`config.mk`:
```
export PLATFORM = sky130hd
export DESIGN_NAME = maze_loc_stepper
export DESIGN_NICKNAME = d
export VERILOG_FILES = /design/src/rtl/maze_loc_stepper.sv
export SDC_FILE = /design/constraint.sdc
export NUM_CORES = 1
export LEC_CHECK = 0
export CORE_UTILIZATION = 25
export CTS_CLUSTER_SIZE = 28
export DETAILED_ROUTE_END_ITERATION = 10
export PLACE_DENSITY = 0.54
export SYNTH_ARGS = -nofsm -noshare
export SYNTH_HDL_FRONTEND = slang
export SYNTH_SLANG_ARGS = --single-unit
```
`constraint.sdc`:
```
create_clock -name clk -period 4 [get_ports clk]
set_clock_uncertainty 0.2 [all_clocks]
set_input_delay 0.6 -clock clk [delete_from_list [all_inputs] [get_ports clk]]
set_output_delay 0.6 -clock clk [all_outputs]
set_load 0.02 [all_outputs]
```
`src/rtl/maze_loc_stepper.sv`:
```
// Location-update datapath for the maze walker: holds the current {X,Y} cell and
// forms the next cell from a one-step move, a popped stack entry, a hold or reset.

module maze_adder4 (
  input  logic [3:0] a,
  input  logic [3:0] b,
  input  logic       en,
  output logic [3:0] res,
  output logic       co
);
  logic [4:0] sum;

  assign sum = {1'b0, a} + {1'b0, b};
  assign res = en ? sum[3:0] : 4'h0;
  assign co  = en ? sum[4] : 1'b0;
endmodule

module maze_mux2 (
  input  logic       sel,
  input  logic [7:0] a,
  input  logic [7:0] b,
  output logic [7:0] y
);
  assign y = sel ? a : b;
endmodule

module maze_reg4 (
  input  logic       clk,
  input  logic       rst,
  input  logic       ld,
  input  logic [3:0] d,
  output logic [3:0] q
);
  always_ff @(posedge clk or posedge rst) begin
    if (rst)
      q <= 4'h0;
    else if (ld)
      q <= d;
  end
endmodule

module maze_loc_stepper (
  input  logic       clk,
  input  logic       rst,
  input  logic       rg_ld,
  input  logic [1:0] dir,
  input  logic       adder_en,
  input  logic       pop,
  input  logic [7:0] pop_loc,
  output logic [7:0] nxt_loc,
  output logic [7:0] cur_loc,
  output logic       cnt_reach,
  output logic       co
);
  logic       sl;
  logic [3:0] operand;
  logic [3:0] increment;
  logic [3:0] res;
  logic [3:0] edge_sum;
  logic [7:0] step_loc;
  logic [7:0] move_loc;
  logic [7:0] pop_sel_loc;

  // X moves for dir 01/10, Y moves for dir 00/11; -1 is added as 4'hF
  assign sl        = dir[1] ^ dir[0];
  assign operand   = sl ? cur_loc[7:4] : cur_loc[3:0];
  assign increment = dir[0] ? 4'h1 : 4'hF;

  maze_adder4 u_adder (
    .a   (operand),
    .b   (increment),
    .en  (adder_en),
    .res (res),
    .co  (co)
  );

  // Edge detect: the coordinate is 15 going up or 0 going down
  assign edge_sum  = operand + {3'b000, dir[0]};
  assign cnt_reach = (edge_sum == 4'h0);

  maze_mux2 u_mux_axis (
    .sel (sl),
    .a   ({res, cur_loc[3:0]}),
    .b   ({cur_loc[7:4], res}),
    .y   (step_loc)
  );

  maze_mux2 u_mux_step (
    .sel (adder_en),
    .a   (step_loc),
    .b   (cur_loc),
    .y   (move_loc)
  );

  maze_mux2 u_mux_pop (
    .sel (pop),
    .a   (pop_loc),
    .b   (move_loc),
    .y   (pop_sel_loc)
  );

  maze_mux2 u_mux_rst (
    .sel (rst),
    .a   (8'h00),
    .b   (pop_sel_loc),
    .y   (nxt_loc)
  );

  // Index 0 holds Y (bits 3:0), index 1 holds X (bits 7:4)
  genvar gi;
  generate
    for (gi = 0; gi < 2; gi++) begin : g_coord_reg
      maze_reg4 u_reg (
        .clk (clk),
        .rst (rst),
        .ld  (rg_ld),
        .d   (nxt_loc[gi*4 +: 4]),
        .q   (cur_loc[gi*4 +: 4])
      );
    end
  endgenerate
endmodule

```
### Word level (Yosys, flattened, before mapping)

Cells that the tools add are included.

* flip-flop bits (word level): 8
* word-level logic and storage cells: 13
* input port bits: 15
* output and inout port bits: 18

* mux-type cells: 7
* reductions and logical operators: 1
* add/subtract/negate cells: 2
* bitwise gates (word level): 1

Operator list (number)
* $mux 8: 4
* $mux 4: 2
* $add 4x4->5: 1
* $add 4x1->4: 1
* $logic_not 4->1: 1
* $mux 1: 1
* $xor 1x1->1: 1

### Logic depth before layout (Yosys ltp)

* depth after elaboration: 7
* mapped depth: 9
* mapped depth without buffers: 9

### By module

From an unflattened synthesis, not the netlist that was laid out.

* cells, all modules: 107
* area total of the unflattened synthesis: 1188.6 sq um

By module, submodules not included
* maze_mux2: area each 131.4 sq um, times used 4, cells an instance 9, seq. area each 0.0 sq um
* maze_reg4: area each 148.9 sq um, times used 2, cells an instance 9, seq. area each 100.1 sq um
* maze_loc_stepper: area each 192.7 sq um, times used 1, cells an instance 33, seq. area each 0.0 sq um
* maze_adder4: area each 172.7 sq um, times used 1, cells an instance 20, seq. area each 0.0 sq um

### Worst setup path after synthesis

No wires, ideal clock.

* kind: input-to-output
* start: input port dir[0]
* end: output port nxt_loc[3]
* arrival: 2.481 ns
* required time: 3.200 ns
* cell stages on the path: 8
* setup slack: 0.719 ns
* path buffers: 0
* cells stage by stage: xnor2_4 -> mux2_2 -> ha_1 -> nor4b_1 -> a21oi_1 -> o311ai_0 -> a311oi_2 -> a31oi_1

* word-level cells in the longest chain between the ends: 7
* elaborated cells between the ends (all ways): 8
* those cells by class: add/sub (1); mux (6); bitwise (1)

RTL lines
* start: declaration: RTL line 46 `input logic [1:0] dir,`
* $xor 1x1->1: RTL line 65 `assign sl = dir[1] ^ dir[0];`
* $mux 4: RTL line 66 `assign operand = sl ? cur_loc[7:4] : cur_loc[3:0];`
* $add 4x4->5: RTL line 13 `assign sum = {1'b0, a} + {1'b0, b};`
* $mux 8 * (4 in a row): RTL line 24 `assign y = sel ? a : b;`
* end: declaration: RTL line 50 `output logic [7:0] nxt_loc,`

Every way passes the cells marked *; elsewhere a longest branch is shown, timed or not.

### Worst setup path after layout

* start: input port dir[1]
* end: output port nxt_loc[3]

* word-level cells in the longest chain between the ends: 7

RTL lines (RTL line)
* $xor 1x1->1 *: 65
* $mux 4: 66
* $add 4x4->5: 13
* $mux 8 * (4 in a row): 24

Marked as above.

==> flow_summary.json <==
{
  "run_status": "finished, final reports clean",
  "nets": 168,
  "p_per_area_nw_per_um2": 305,
  "hold_buffers": 0,
  "avgRoutedWirePerCell_um": 13.2,
  "power.net_switching_uw": 162,
  "synth_nets": 124,
  "rsz0062_at_grt": "no",
  "post-cts-setup-buffer-count": 0,
  "syn_inst": 103,
  "ff_to_ff_setup_slack_ps": 1630,
  "fp.dieArea_um2": 3770,
  "grt_pass1_vias": 912,
  "cts.sinks": 8,
  "number_of_enable_flip_flop_cells_after_synthesis": 0,
  "detail_route.drc_violations": 0,
  "grt_overflow_total": 0,
  "ant_cells": 0,
  "initial_core_util": 0.262,
  "timing.reg2reg.worst_path_depth": 9,
  "cts_buffer_depth": 2,
  "worst_pin_slew_ps": 452,
  "netlist-cell-type-count": 36,
  "synth-compound-area-share": 0.280,
  "ios": 33,
  "synth_area_um2": 881,
  "yosys_warnings": 0,
  "synth_sequential_area_ratio": 0.227,
  "rr_endpoint": "g_coord_reg[0].u_reg.q[3]$_DFFE_PP0P_",
  "fin_crit_ps": 3620,
  "cpMaxStageDelayCell": "sky130_fd_sc_hd__a311oi_2",
  "critical_path_cell_count": 11,
  "combPwrFrac": 0.592,
  "tritoncts_clock_tree": "done",
  "design.core.area_um2": 3360,
  "antenna_left": 0,
  "number_of_antenna_violations_at_the_first_check_in_global_routing": 0,
  "worst_ir_drop_vdd_v": 0.000100,
  "setup-violations-final": 0,
  "slew_headroom": 0.698,
  "detail_route.wirelength_mm": 2.52,
  "dr.first_iter.drc_count": 55,
  "area.growth.synth_to_final_pct": 53.4,
  "fillCellCount": 365,
  "largest_register_ff_count": 8,
  "timing_max_transition_violations_final": 0,
  "finalHoldWorstSlack_ps": 369,
  "ys_async_sr_fraction": 1.00,
  "critical_path_arrival_ps": 2820,
  "post_drt_via_cell_ratio": 4.86,
  "leakagePower_nw": 0.619,
  "post-place-cells": 188,
  "cts_made_buffers": 3,
  "power_switching_share": 0.392,
  "htree_num_levels": 1,
  "rows": 21,
  "power_uw": 412,
  "pin_count_of_the_biggest_net_entering_global_routing": 14,
  "timing.max_cap.violations": 0,
  "required_ps": 3200,
  "synth-xor-area-share": 0.0710,
  "critPathLaunchType": "input port",
  "clock_tree.root_cell": "sky130_fd_sc_hd__clkbuf_4",
  "final_number_of_hold_violating_endpoints": 0,
  "synth-adder-area-share": 0.0938,
  "synthesis.area_per_instance_um2": 8.55,
  "hold_path.class": "reg -> reg",
  "dpl.hpwl_mm": 2.02,
  "via_count": 929,
  "finalCoreUtilization": 0.402,
  "critPathCaptureType": "output pin",
  "regs_by_ff_count": "g_coord.u_reg.q: 8 flops",
  "worstReg2RegStart": "g_coord_reg[1].u_reg.q[3]$_DFFE_PP0P_",
  "synth_seq_cells": 8,
  "weighted_congestion_reported_at_the_end_of_routability_driven_placement": 0.874,
  "synth_top_family_by_area": "compound AO/OA/AOI/OAI gates",
  "crit_path_max_incr_delay_ps": 340,
  "critical_path.cell_chain": "dlymetal6s2s_1 > xnor2_4 > mux2i_1 > inv_1 > ha_1 > nor4b_1 > a21oi_1 > o311ai_0 > a311oi_2 > a31oi_1 > clkdlybuf4s15_1",
  "grt_usage": 0.149,
  "sequential_share_of_power": 0.255,
  "final_cells": 191,
  "regMostFlops": "g_coord.u_reg.q",
  "synth.area.mux_share": 0.112,
  "cp-endpoint": "nxt_loc[3]",
  "path_buf_inv": 3,
  "p_clk_frac": 0.153,
  "clk_pin_slew_ps": 50,
  "synth_simple_gate_area_share": 0.145,
  "die_w_um": 61.4,
  "height_of_the_die_um": 61.4,
  "crit_type": "in -> out",
  "drive_gt1_frac": 0.166,
  "port_buffers": 32,
  "cp_max_fo": 4,
  "fmax_mhz": 276,
  "cp-startpoint": "dir[1]",
  "global_route_wire_length_before_repair_mm": 4.08,
  "p_int_uw": 251,
  "layout_worst_path_cycle_share": 0.905,
  "insertion_delay_ps": 260,
  "synth_ff_type": "sky130_fd_sc_hd__dfrtp_1",
  "drtPass1Iterations": 4,
  "worst_path_dominant_cell_family": "compound AO/OA/AOI/OAI gates"
}
[power groups by stage]
stage / clock [mW] / combinational (mW) / sequential (mW)
after CTS: 0.0658 / 0.245 / 0.106
after detailed placement: 0 / 0.251 / 0.106
after global routing: 0.0702 / 0.267 / 0.106
final: 0.0630 / 0.244 / 0.105
after floorplan: 0 / 0.132 / 0.114
after global placement: 0 / 0.248 / 0.106
[final cells by class]
type,instances,area [µm²],share of cell area
multi-input cells,79,618,0.457
well taps,46,57.6,0.0426
flip-flops and latches,8,200,0.148
inverters,10,37.5,0.0278
repair buffers,45,415,0.307
clock buffers,3,22.5,0.0167
[routing by layer]
layer,routed length (µm),part of all wire,GRT usage,up-vias
li1,-,-,-,463
met1,1170,0.46,0.186,429
met2,1180,0.47,0.238,33
met3,129,0.051,0.0210,4
met4,47,0.019,0.0984,0
met5,0,0,0,-
[worst min-delay path by stage]
stage                     slack [ps]                                     to                             startpoint  cells past startpoint
after global routing             390  g_coord_reg[0].u_reg.q[2]$_DFFE_PP0P_  g_coord_reg[0].u_reg.q[2]$_DFFE_PP0P_                      1
after detailed placement         370  g_coord_reg[0].u_reg.q[2]$_DFFE_PP0P_  g_coord_reg[0].u_reg.q[2]$_DFFE_PP0P_                      1
final                            370  g_coord_reg[0].u_reg.q[2]$_DFFE_PP0P_  g_coord_reg[0].u_reg.q[2]$_DFFE_PP0P_                      1
after CTS                        380  g_coord_reg[0].u_reg.q[2]$_DFFE_PP0P_  g_coord_reg[0].u_reg.q[2]$_DFFE_PP0P_                      1
after floorplan                  420  g_coord_reg[1].u_reg.q[2]$_DFFE_PP0P_  g_coord_reg[1].u_reg.q[2]$_DFFE_PP0P_                      1
after global placement           350  g_coord_reg[1].u_reg.q[2]$_DFFE_PP0P_  g_coord_reg[1].u_reg.q[2]$_DFFE_PP0P_                      1
[Yosys cell counts, drive strengths merged (2+ instances only)]
cell,instances,share of area
a21oi,7,0.040
a31oi,2,0.014
a32oi,2,0.020
and2,2,0.014
buf,3,0.016
clkbuf,3,0.013
dfrtp,8,0.23
ha,5,0.071
inv,10,0.043
mux2,4,0.051
mux2i,5,0.061
nand2,7,0.030
nand3,3,0.017
nor2,8,0.034
o21a,3,0.026
o21ai,2,0.011
o22ai,3,0.021
o2bb2ai,5,0.050
o31ai,4,0.034
xnor2,5,0.071
[cells by family (layout without fill, tap and decap cells)]
| family | count (synthesis) | in the layout |
|---|---|---|
| AOI/OAI and AO/OA | 33 | 33 |
| muxes | 9 | 9 |
| and+or+nand+nor | 26 | 26 |
| buffers and inverters | 16 | 58 |
| xor gates and xnor gates | 5 | 5 |
| adders and majority gates | 6 | 6 |
| DFF | 8 | 8 |
[worst register-to-register path, cell delays in order (launching register included)]
cell and delay (ps):
sky130_fd_sc_hd__dfrtp_1 430, sky130_fd_sc_hd__mux2i_1 150, sky130_fd_sc_hd__inv_1 80, sky130_fd_sc_hd__ha_1 310, sky130_fd_sc_hd__nor4b_1 160, sky130_fd_sc_hd__a21oi_1 110
sky130_fd_sc_hd__o311ai_0 160, sky130_fd_sc_hd__a311oi_2 350, sky130_fd_sc_hd__buf_4 180, sky130_fd_sc_hd__a41oi_2 110
[through the flow]
step / area (µm²) / TNS, ps / setup slack [ps]
floorplan: 881 / 0 / 719
global placement: 1330 / -1040 / -205
detailed placement: 1330 / -1160 / -238
CTS: 1350 / 0 / 27.6
global route: 1350 / 0 / 198
finish: 1350 / 0 / 380
[repair_timing]
action                                  CTS  global route
endpoints found under the setup margin    7             5
gates resized for setup                   7             3
cloned                                    0             0
pin swaps                                 1             2
[cell usage in the layout (no fill, tap or decap), drive strengths merged]
master         Yosys  routed
o31ai              4       4
and3               1       1
ha                 5       5
inv               10      10
clkdlybuf4s15      0       1
o311ai             1       1
o21ai              2       2
nor4bb             1       1
buf                3      13
nor3               1       1
and2b              1       1
dfrtp              8       8
a211o              1       1
o21a               3       3
a32oi              2       2
nand3              3       3
dlymetal6s2s       0       2
a21oi              7       7
xnor2              5       5
clkdlybuf4s50      0      23
a41oi              1       1
a31oi              2       2
nand2b             1       1
o211ai             1       1
fa                 1       1
and2               2       2
nand2              7       7
mux2i              5       5
mux2               4       4
dlygate4sd2        0       6
nor4b              1       1
o22ai              3       3
o2bb2ai            5       5
a311oi             1       1
nor2               8       8
clkbuf             3       3
Power figures use the tool's default switching activity.
